<file path="src/rtl/pc_sequencer.sv">
// pc_sequencer -- fetch/issue sequencer for a small program ROM.
// Resolves NOP/JUMP/CJUMP/HALT locally and hands all other opcodes to the
// datapath with an ex_valid/ex_done handshake.
// Optional feature: define SEQ_SINGLE_STEP_EN to add step_mode/step inputs
// that gate FETCH so a debugger can advance one instruction per step pulse.
module pc_sequencer (
   input  logic        clk,
   input  logic        rst_n,
   input  logic        start,
   input  logic [15:0] instr,
   output logic [5:0]  pc,
   output logic        ex_valid,
   output logic [15:0] ex_instr,
   input  logic        ex_done,
   input  logic        cond_true,
   input  logic [7:0]  tgt_val,
   output logic        halted,
   output logic [15:0] retired
`ifdef SEQ_SINGLE_STEP_EN
   ,
   input  logic        step_mode,
   input  logic        step
`endif
);

   typedef enum logic [1:0] {S_IDLE, S_FETCH, S_ISSUE, S_HALT} state_t;

   localparam logic [3:0] OP_NOP   = 4'h0;
   localparam logic [3:0] OP_JUMP  = 4'hA;
   localparam logic [3:0] OP_CJUMP = 4'hC;
   localparam logic [3:0] OP_HALT  = 4'hF;

   state_t      state_q, state_d;
   logic [5:0]  pc_q, pc_d;
   logic [15:0] ex_instr_q, ex_instr_d;
   logic [15:0] retired_q, retired_d;
   logic        halted_q, halted_d;

   logic [3:0]  opcode;
   logic        is_ctrl;
   logic        fetch_go;
   logic [5:0]  pc_inc;
   logic [15:0] retired_inc;

   // Only the low six target bits address the ROM; unused instr fields are
   // decoded by the datapath, not here.
   logic        unused_bits;
   assign unused_bits = ^{tgt_val[7:6], ex_instr_q[15:14], ex_instr_q[7:4]};

   assign opcode      = ex_instr_q[3:0];
   assign is_ctrl     = (opcode == OP_NOP) || (opcode == OP_JUMP) ||
                        (opcode == OP_CJUMP) || (opcode == OP_HALT);
   assign pc_inc      = pc_q + 6'd1;   // 63 -> 0 wrap is intended
   assign retired_inc = (retired_q == 16'hFFFF) ? retired_q : retired_q + 16'd1;

`ifdef SEQ_SINGLE_STEP_EN
   assign fetch_go = !step_mode || step;
`else
   assign fetch_go = 1'b1;
`endif

   // Issue request depends on current state only, so reset drops it at once.
   assign ex_valid = (state_q == S_ISSUE) && !is_ctrl;
   assign pc       = pc_q;
   assign ex_instr = ex_instr_q;
   assign retired  = retired_q;
   assign halted   = halted_q;

   // Next-state, next-pc and retire-count computation.
   always_comb begin
      state_d    = state_q;
      pc_d       = pc_q;
      ex_instr_d = ex_instr_q;
      retired_d  = retired_q;
      case (state_q)
         S_IDLE: begin
            pc_d = 6'd0;
            if (start) state_d = S_FETCH;
         end
         S_FETCH: begin
            if (fetch_go) begin
               ex_instr_d = instr;
               state_d    = S_ISSUE;
            end
         end
         S_ISSUE: begin
            case (opcode)
               OP_NOP: begin
                  pc_d      = pc_inc;
                  state_d   = S_FETCH;
                  retired_d = retired_inc;
               end
               OP_JUMP: begin
                  pc_d      = ex_instr_q[13:8];
                  state_d   = S_FETCH;
                  retired_d = retired_inc;
               end
               OP_CJUMP: begin
                  pc_d      = cond_true ? tgt_val[5:0] : pc_inc;
                  state_d   = S_FETCH;
                  retired_d = retired_inc;
               end
               OP_HALT: begin
                  state_d   = S_HALT;
                  retired_d = retired_inc;
               end
               default: begin
                  if (ex_done) begin
                     pc_d      = pc_inc;
                     state_d   = S_FETCH;
                     retired_d = retired_inc;
                  end
               end
            endcase
         end
         S_HALT: begin
            if (start) begin
               pc_d      = 6'd0;
               retired_d = 16'd0;
               state_d   = S_FETCH;
            end
         end
         default: state_d = S_IDLE;
      endcase
      halted_d = (state_d == S_HALT);
   end

   // Sequencer state register with asynchronous reset.
   always_ff @(posedge clk or negedge rst_n) begin
      if (!rst_n) begin
         state_q    <= S_IDLE;
         pc_q       <= 6'd0;
         ex_instr_q <= 16'h0000;
         retired_q  <= 16'd0;
         halted_q   <= 1'b0;
      end else begin
         state_q    <= state_d;
         pc_q       <= pc_d;
         ex_instr_q <= ex_instr_d;
         retired_q  <= retired_d;
         halted_q   <= halted_d;
      end
   end

endmodule
</file>
<file path="config.mk">
export PLATFORM = sky130hd
export DESIGN_NAME = pc_sequencer
export DESIGN_NICKNAME = d
export VERILOG_FILES = /design/src/rtl/pc_sequencer.sv
export SDC_FILE = /design/constraint.sdc
export NUM_CORES = 1
export LEC_CHECK = 0
export CAP_MARGIN = 20
export CORE_MARGIN = 3
export CORE_UTILIZATION = 50
export DETAILED_ROUTE_END_ITERATION = 6
export PLACE_DENSITY = 0.95
export SYNTH_ARGS = -nofsm -noshare
export SYNTH_HDL_FRONTEND = slang
export SYNTH_SLANG_ARGS = --single-unit
</file>
<file path="constraint.sdc">
create_clock -name clk -period 5.6 [get_ports clk]
set_input_delay 0.56 -clock clk [delete_from_list [all_inputs] [get_ports clk]]
set_output_delay 0.56 -clock clk [all_outputs]
set_load 0.01 [all_outputs]
</file>
; ---- Yosys cells after proc, flatten, opt, wreduce, memory -nomap -nowiden
; Index checks and enable logic that the tools add are counted.
[totals]
input_bits = 29
elab_cells = 47
out_inout_bits = 40
ff_bits = 41
[op_classes]
mux = 14
n_eq_ne = 12
reduce_logical = 14
add_sub_neg = 2
[ops]
columns = op, n
row1 = 2-to-1 mux 16 bit, 4
row2 = one-hot mux 16 bit (2 select lines), 1
row3 = one-hot mux 6 bit (4 select lines), 1
row4 = 2-to-1 mux 6 bit, 3
row5 = one-hot mux 6 bit (3 select lines), 1
row6 = "adder 16 x 1 -> 16 bit, second input constant", 1
row7 = "== test 16 bit, second input constant", 1
row8 = "== test 4 bit, second input constant", 3
row9 = "adder 6 x 1 -> 6 bit, second input constant", 1
row10 = "== test 2 bit, second input constant", 3
row11 = one-hot mux 2 bit (3 select lines), 1
row12 = "!= test 5 bit, second input constant", 1
row13 = logical NOT 4 bit, 1
row14 = 2-to-1 mux 2 bit, 2
row15 = "!= test 2 bit, second input constant", 2
row16 = one-hot mux 2 bit (2 select lines), 1
row17 = AND reduction 4 bit, 1
row18 = OR reduction 4 bit, 1
row19 = logical OR 1 bit, 3
row20 = "!= test 3 bit, second input constant", 1
row21 = AND reduction 3 bit, 1
row22 = nonzero test 3 bit, 1
row23 = OR reduction 3 bit, 1
row24 = "== test 2 x 1 -> 1 bit, second input constant", 1
row25 = other kinds (5), 5

; ---- Longest topological paths before layout
; Gate-level depths: netlist of the first run.
[logic_depth]
depth_word = 6
depth_mapped = 9
depth_no_buf = 7

; ---- Least setup slack after synthesis of the first run
; OpenSTA, ideal clock, no wires.
[synth_path]
path_kind = register -> register
start = reg ex_instr_q[2] (netlist: ex_instr[2])
end = reg pc_q[2] (netlist: pc[2])
setup_time_ns = 0.126
stages_incl_launch_ff = 7
required_time_ns = 5.474
path_buffers = 1
arrival_ns = 1.798
setup_slack_ns = 3.676
cell_sequence = dfrtp_1 nor4bb_1 or2_1 buf_6 o311ai_4 nor2_1 a221o_1
[synth_via]
elab_chain_cells = 3
[synth_lines]
columns = item, line_no
row1 = start: declaration, 35  ; logic [15:0] ex_instr_q, ex_instr_d;
row2 = start signal: assignment, 139  ; ex_instr_q <= ex_instr_d;
row3 = == test 4 bit or logical NOT 4 bit (tied branches), 87  ; case (opcode)
row4 = one-hot mux 6 bit (4 select lines) (tied with other cells), 87
row5 = one-hot mux 6 bit (3 select lines) or AND reduction 4 bit (tied branches), n/a
row6 = end signal: assignment, 138  ; pc_q <= pc_d;
row7 = end: declaration, 34  ; logic [5:0] pc_q, pc_d;
; Parallel ways exist; a longest one is shown, timed or not.
; A chain may end at the register's enable or synchronous reset.

; ---- Worst setup path in the final report of the first run
[layout_path]
start = reg ex_instr_q[1] (netlist: ex_instr[1])
end = out ex_valid
[layout_via]
elab_chain_cells = 6
[layout_lines]
columns = item, line_no
row1 = == test 4 bit or logical NOT 4 bit (tied branches), 51  ; assign is_ctrl = (opcode == OP_NOP) || (opcode == OP_JUMP) ||
row2 = logical OR 1 bit (2 in series), 51
row3 = logical OR 1 bit *, 52  ; (opcode == OP_CJUMP) || (opcode == OP_HALT);
row4 = logical NOT 1 bit *, 63  ; assign ex_valid = (state_q == S_ISSUE) && !is_ctrl;
row5 = logical AND 1 bit *, 63
row6 = end: declaration, 12  ; output logic ex_valid,
; Mark *: on every way between the ends. The rest lies on a longest branch, timed or not.

==> results_dict.tcl, run 1 <==
set metrics [dict create \
    synthToLayoutAreaGrowth_pct 33.76 \
    synthSimpleGateAreaFrac_pct 17.27 \
    rsz0062_at_grt "no" \
    fmax_ghz 0.3784 \
    fin_hold_ws_ns 0.3822 \
    r2r_start "ex_instr[1]$_DFFE_PN0N_" \
    ir_worst_vdd_mv 0.2868 \
    top_layer_used "met4" \
    ys_seq_area_share_pct 45.68 \
    gp_congestion 0.8336 \
    synthCells 213 \
    final_common_cell "clkdlybuf4s50_1" \
    synth_ff_type "dfrtp_1" \
    die_w_um 73.02 \
    period_share_pct 47.19 \
    hold_path.class "in2async" \
    drive_above_1_share_pct 11.59 \
    clock-sinks 41 \
    antenna_cells 0 \
    cts_made_buffers 5 \
    grt_pass1_vias 1856 \
    rows 23 \
    grt_start_max_net_pins 42 \
    grt_pass1_wl_um 8245 \
    cts_setup_buffers 0 \
    synth_edf_count 0 \
    htree_num_levels 2 \
    synth_mux_area_share_pct 8.914 \
    fp.coreArea_sq_mm 0.004173 \
    synth_area_sq_mm 0.002246 \
    synth_cell_types 45 \
    io_buffer_count 66 \
    slew_headroom_pct 38.54 \
    drtIter0Drc 132 \
    ioPinCount 69 \
    met3_length_um 434 \
    worst-setup-path-type "reg2out" \
    dr.pass1.iters 5 \
    power_density_mw_per_mm2 475.8 \
    power_frac_comb_pct 48.4 \
    p_switching_mw 0.5403 \
    ctsRootBufferMaster "clkbuf_8" \
    wl_um 5125 \
    wl_met1_um 2136 \
    synthArstFlopShare_pct 100.0 \
    grt_overflow_total 0 \
    clk_path_buf_depth 2 \
    vias_per_cell 5.948 \
    drc 0 \
    insertion_delay_ns 0.29 \
    cp_data_arrival_time_ns 2.08 \
    syn_nets 248 \
    cp-startpoint "ex_instr[1]$_DFFE_PN0N_" \
    synth_compound_area_share_pct 19.16 \
    p_leak_nw 1.190 \
    switching_share_pct 37.80 \
    via_count 1939 \
    grtUsageTotal_pct 19.88 \
    avgSynthCellArea_sq_um 10.54 \
    synth_top_family_by_area "compound AO/OA/AOI/OAI gates" \
    startpoint_type "flop" \
    tightest_slew_ns 0.9219 \
    worst_setup_path_end_kind "output port" \
    final_nets 310 \
    period_needed_ns 2.643 \
    hpwl_um 3717 \
    synth_xor_area_share_pct 1.560 \
    mostFrequentLayoutCells "clkdlybuf4s50_1 (65), dfrtp_1 (41), mux2_2 (16), o21ai_0 (13)" \
    die_area_sq_mm 0.005332 \
    internal_power_mw 0.8890 \
    cp.required_ns 5.04 \
    timing.max_cap.violations 0 \
    clkPwrFrac_pct 14.9 \
    slew_violations 0 \
    setup-tns-final_ns 0 \
    power_mw 1.429 \
    drtAntennaViolNets 0 \
    ys_ff_latch 41 \
    seqPwrFrac_pct 36.7 \
    finalSetupViolCount 0 \
    antenna_found_initial 0 \
    clk_pin_slew_ns 0.08 \
    critPathMaxFanout 8 \
    cts_resized 0 \
    dr_wl_met2_um 2505 \
    status "finished, final reports clean" \
    avgRoutedWirePerCell_um 15.72 \
    synthAdderAreaFrac_pct 3.343 \
    synth_warnings 0 \
    holdBufCountCts 0 \
    fillers 299 \
    die_h_um 73.02 \
    fin_skew_ns 0.006702 \
    cts_tree "yes" \
    finalHoldViolCount 0 \
    start_util_pct 53.82 \
]
## layer usage
| metal | GRT usage [%] | vias up |
|---|---|---|
| li1 | - | 931 |
| met1 | 23.59 | 931 |
| met2 | 32.77 | 71 |
| met3 | 7.438 | 6 |
| met4 | 7.172 | 0 |
| met5 | 0 | - |
## power groups by stage
stage          clock [mW]  combinational [mW]  sequential (mW)
2_1_floorplan           0               0.377            0.550
3_3_place_gp            0               0.675            0.516
3_5_place_dp            0               0.695            0.527
4_1_cts             0.219               0.699            0.524
5_1_grt             0.228               0.754            0.544
6_report            0.213               0.692            0.524
## layout make-up
cell class | instances | area, sq um | share of cell area, %
clock buffers | 7 | 96.34 | 3.207
clock inverters | 1 | 5.005 | 0.1666
inverters | 8 | 30.03 | 0.9996
multi-input cells | 153 | 1129 | 37.57
flip-flops and latches | 41 | 1026 | 34.15
well taps | 50 | 62.56 | 2.082
repair buffers | 66 | 655.6 | 21.82
## stage by stage
step,utilization [%],std cells,setup slack (ns),instance area [sq um]
floorplan,-,213,3.676,2246
global placement,69.57,318,3.160,2903
detailed placement,69.57,318,3.113,2903
CTS,71.99,326,2.910,3004
global route,71.99,326,2.819,3004
finish,71.99,326,2.957,3004
## cells by family after synthesis
group / count (synthesis)
fa+ha+maj: 6
compound gates: 58
flops: 41
xor+xnor: 4
simple gates: 67
buf+inv: 19
mux: 18
## Yosys cell counts (all sizes together), types with 8 or more instances
master / number / area, sq um
nand3: 8 / 40.04
inv: 8 / 30.03
dfrtp: 41 / 1026
or4: 9 / 67.56
o21ai: 14 / 73.82
o31ai: 10 / 88.83
mux2: 16 / 180.2
a21oi: 12 / 60.06
nand2: 12 / 45.04
## flip-flops by register name, indices dropped and copies added, names as in the netlist
name,cells
ex_instr,16
halted,1
state_q,2
pc,6
retired,16
## critical path, cell delays in order, from the launching register on
cell and delay [ns]:
dfrtp_1 0.45, nor4_1 0.36, or2_1 0.39, nor3_1 0.10
clkdlybuf4s50_1 0.49
## worst paths after layout
path,slack [ns],cells past startpoint,to
max,2.96,4,ex_valid
min,0.38,1,retired[10]$_DFFE_PN0P_
max reg2reg,3.33,5,retired[6]$_DFFE_PN0P_
min reg2reg,0.51,1,ex_instr[7]$_DFFE_PN0N_
max in group asynchronous,4.62,1,retired[7]$_DFFE_PN0P_
min in group clk,0.51,1,ex_instr[7]$_DFFE_PN0N_
(Power assumes the default switching activity.)
==> run 2, diff against run 1 <==
--- a/config.mk
+++ b/config.mk
@@ -7,9 +7,9 @@
 export LEC_CHECK = 0
 export CAP_MARGIN = 20
 export CORE_MARGIN = 3
-export CORE_UTILIZATION = 50
+export CORE_UTILIZATION = 47
 export DETAILED_ROUTE_END_ITERATION = 6
-export PLACE_DENSITY = 0.95
+export PLACE_DENSITY = 0.9
 export SYNTH_ARGS = -nofsm -noshare
 export SYNTH_HDL_FRONTEND = slang
 export SYNTH_SLANG_ARGS = --single-unit
==> constraint.sdc (replaced) <==
create_clock -name clk -period 2.62 [get_ports clk]
set_input_delay 0.262 -clock clk [delete_from_list [all_inputs] [get_ports clk]]
set_output_delay 0.262 -clock clk [all_outputs]
set_load 0.01 [all_outputs]
==> results_dict.tcl, run 2 (same netlist as run 1, synthesis figures left out) <==
set metrics [dict create \
    die_area_sq_mm 0.005644 \
    power_density_mw_per_mm2 1057 \
    fp.coreArea_sq_mm 0.004474 \
    grtUsageTotal_pct 20.51 \
    worst_setup_path_end_kind "output port" \
    ioPinCount 69 \
    start_util_pct 50.20 \
    final_nets 314 \
    finalSetupViolCount 0 \
    via_count 1976 \
    drtIter0Drc 112 \
    drtAntennaViolNets 0 \
    vias_per_cell 5.952 \
    die_w_um 75.13 \
    p_leak_nw 1.225 \
    clk_path_buf_depth 2 \
    period_share_pct 90.87 \
    gp_congestion 0.8566 \
    grt_pass1_wl_um 8970 \
    cts_resized 0 \
    finalHoldViolCount 0 \
    avgRoutedWirePerCell_um 16.27 \
    slowest_stage "clkdlybuf4s50_1" \
    clock-sinks 41 \
    grt_pass1_vias 1915 \
    fin_skew_ns 0.004608 \
    rows 24 \
    io_buffer_count 66 \
    dr.pass1.iters 4 \
    setup-tns-final_ns 0 \
    drc 0 \
    drive_above_1_share_pct 12.86 \
    worst-setup-path-type "reg2out" \
    die_h_um 75.13 \
    hpwl_um 3789 \
    place_ws_ns 0.3609 \
    synthToLayoutAreaGrowth_pct 36.66 \
    final_common_cell "clkdlybuf4s50_1" \
    holdBufCountCts 0 \
    fillers 344 \
    grt_start_max_net_pins 42 \
    ir_worst_vdd_mv 0.6123 \
    power_mw 3.244 \
    max_stage_delay_ns 0.58 \
    slew_violations 0 \
    period_needed_ns 2.381 \
    timing.max_cap.violations 0 \
    antenna_cells 0 \
    slew_headroom_pct 40.12 \
    status "finished, final reports clean" \
    insertion_delay_ns 0.29 \
    rsz0062_at_grt "no" \
    cts_setup_buffers 0 \
    ctsRootBufferMaster "clkbuf_8" \
    wl_um 5400 \
    cp.required_ns 2.36 \
    tightest_slew_ns 0.8981 \
    worst_slack_ns 0.2391 \
    mostFrequentLayoutCells "clkdlybuf4s50_1 (65), dfrtp_1 (41), mux2_2 (16), o21ai_0 (13)" \
    ff2ff_setup_slack_ns 0.33 \
    cts_tree "yes" \
    fmax_ghz 0.4200 \
    fin_hold_ws_ns 0.09173 \
    htree_num_levels 2 \
    final_cell_count_no_fill 332 \
    startpoint_type "flop" \
    dp_cells 324 \
    hold_path.class "in2async" \
    cp_data_arrival_time_ns 2.12 \
    cp_cell_sequence "nor4bb_1 -> or2_1 -> nor3_1 -> clkdlybuf4s50_1" \
    clk_pin_slew_ns 0.08 \
    cts_made_buffers 5 \
    grt_overflow_total 0 \
    critPathMaxFanout 8 \
    antenna_found_initial 0 \
]
-- run 2: cell types whose count changed in the layout (fill, tap and decap cells not counted), sizes merged --
cell    change
buf         +4
bufinv      +2
clkbuf      -2
-- run 2: final cells by class --
cell class	count	area (sq um)	share of cell area, %
repair buffers	70	685.7	22.34
clock buffers	5	68.82	2.242
well taps	52	65.06	2.120
flip-flops and latches	41	1026	33.43
multi-input cells	153	1129	36.77
clock inverters	3	65.06	2.120
inverters	8	30.03	0.9784
-- run 2: worst paths after layout --
kind,from,cells past startpoint,to
min reg2reg,ex_instr[15]$_DFFE_PN0N_,1,ex_instr[15]$_DFFE_PN0N_
max in group asynchronous,rst_n,1,ex_instr[13]$_DFFE_PN0N_
min in group clk,ex_instr[15]$_DFFE_PN0N_,1,ex_instr[15]$_DFFE_PN0N_
min,rst_n,1,retired[10]$_DFFE_PN0P_
max,ex_instr[2]$_DFFE_PN0N_,4,ex_valid
max reg2reg,ex_instr[0]$_DFFE_PN0N_,6,retired[9]$_DFFE_PN0P_
-- run 2: stage by stage --
| stage | cell area [sq um] | utilization (%) |
|---|---|---|
| final | 3069 | 68.60 |
| after global routing | 3069 | 68.60 |
| after CTS | 3069 | 68.60 |
| after detailed placement | 2935 | 65.60 |
| after global placement | 2935 | 65.60 |
| after floorplan | 2246 | - |
-- run 2: where the power goes --
group | switching, mW | leakage (nW) | total [mW] | internal (mW)
combinational | 0.700 | 0.632 | 1.52 | 0.818
sequential | 0.253 | 0.525 | 1.12 | 0.865
clock | 0.230 | 0.0681 | 0.608 | 0.379
-- run 2: worst max-delay path, delay by kind of cell, from the launching register on --
| kind | cells | cell delay [ns] |
|---|---|---|
| AND/OR/NAND/NOR | 3 | 0.78 |
| buffers and inverters | 1 | 0.58 |
| flip-flops | 1 | 0.47 |
-- run 2: per-layer routing --
metal | wire length (um) | GRT usage [%] | up-vias
li1 | - | - | 942
met1 | 2192 | 26.26 | 945
met2 | 2661 | 32.59 | 85
met3 | 515 | 8.411 | 4
met4 | 30 | 4.545 | 0
met5 | 0 | 0 | -
==> run 3, diff against run 2 <==
--- a/config.mk
+++ b/config.mk
@@ -5,7 +5,6 @@
 export SDC_FILE = /design/constraint.sdc
 export NUM_CORES = 1
 export LEC_CHECK = 0
-export CAP_MARGIN = 20
 export CORE_MARGIN = 3
 export CORE_UTILIZATION = 47
 export DETAILED_ROUTE_END_ITERATION = 6
==> results of run 3 <==
Same layout as run 2: the final DEF is identical, and so are final timing and power.
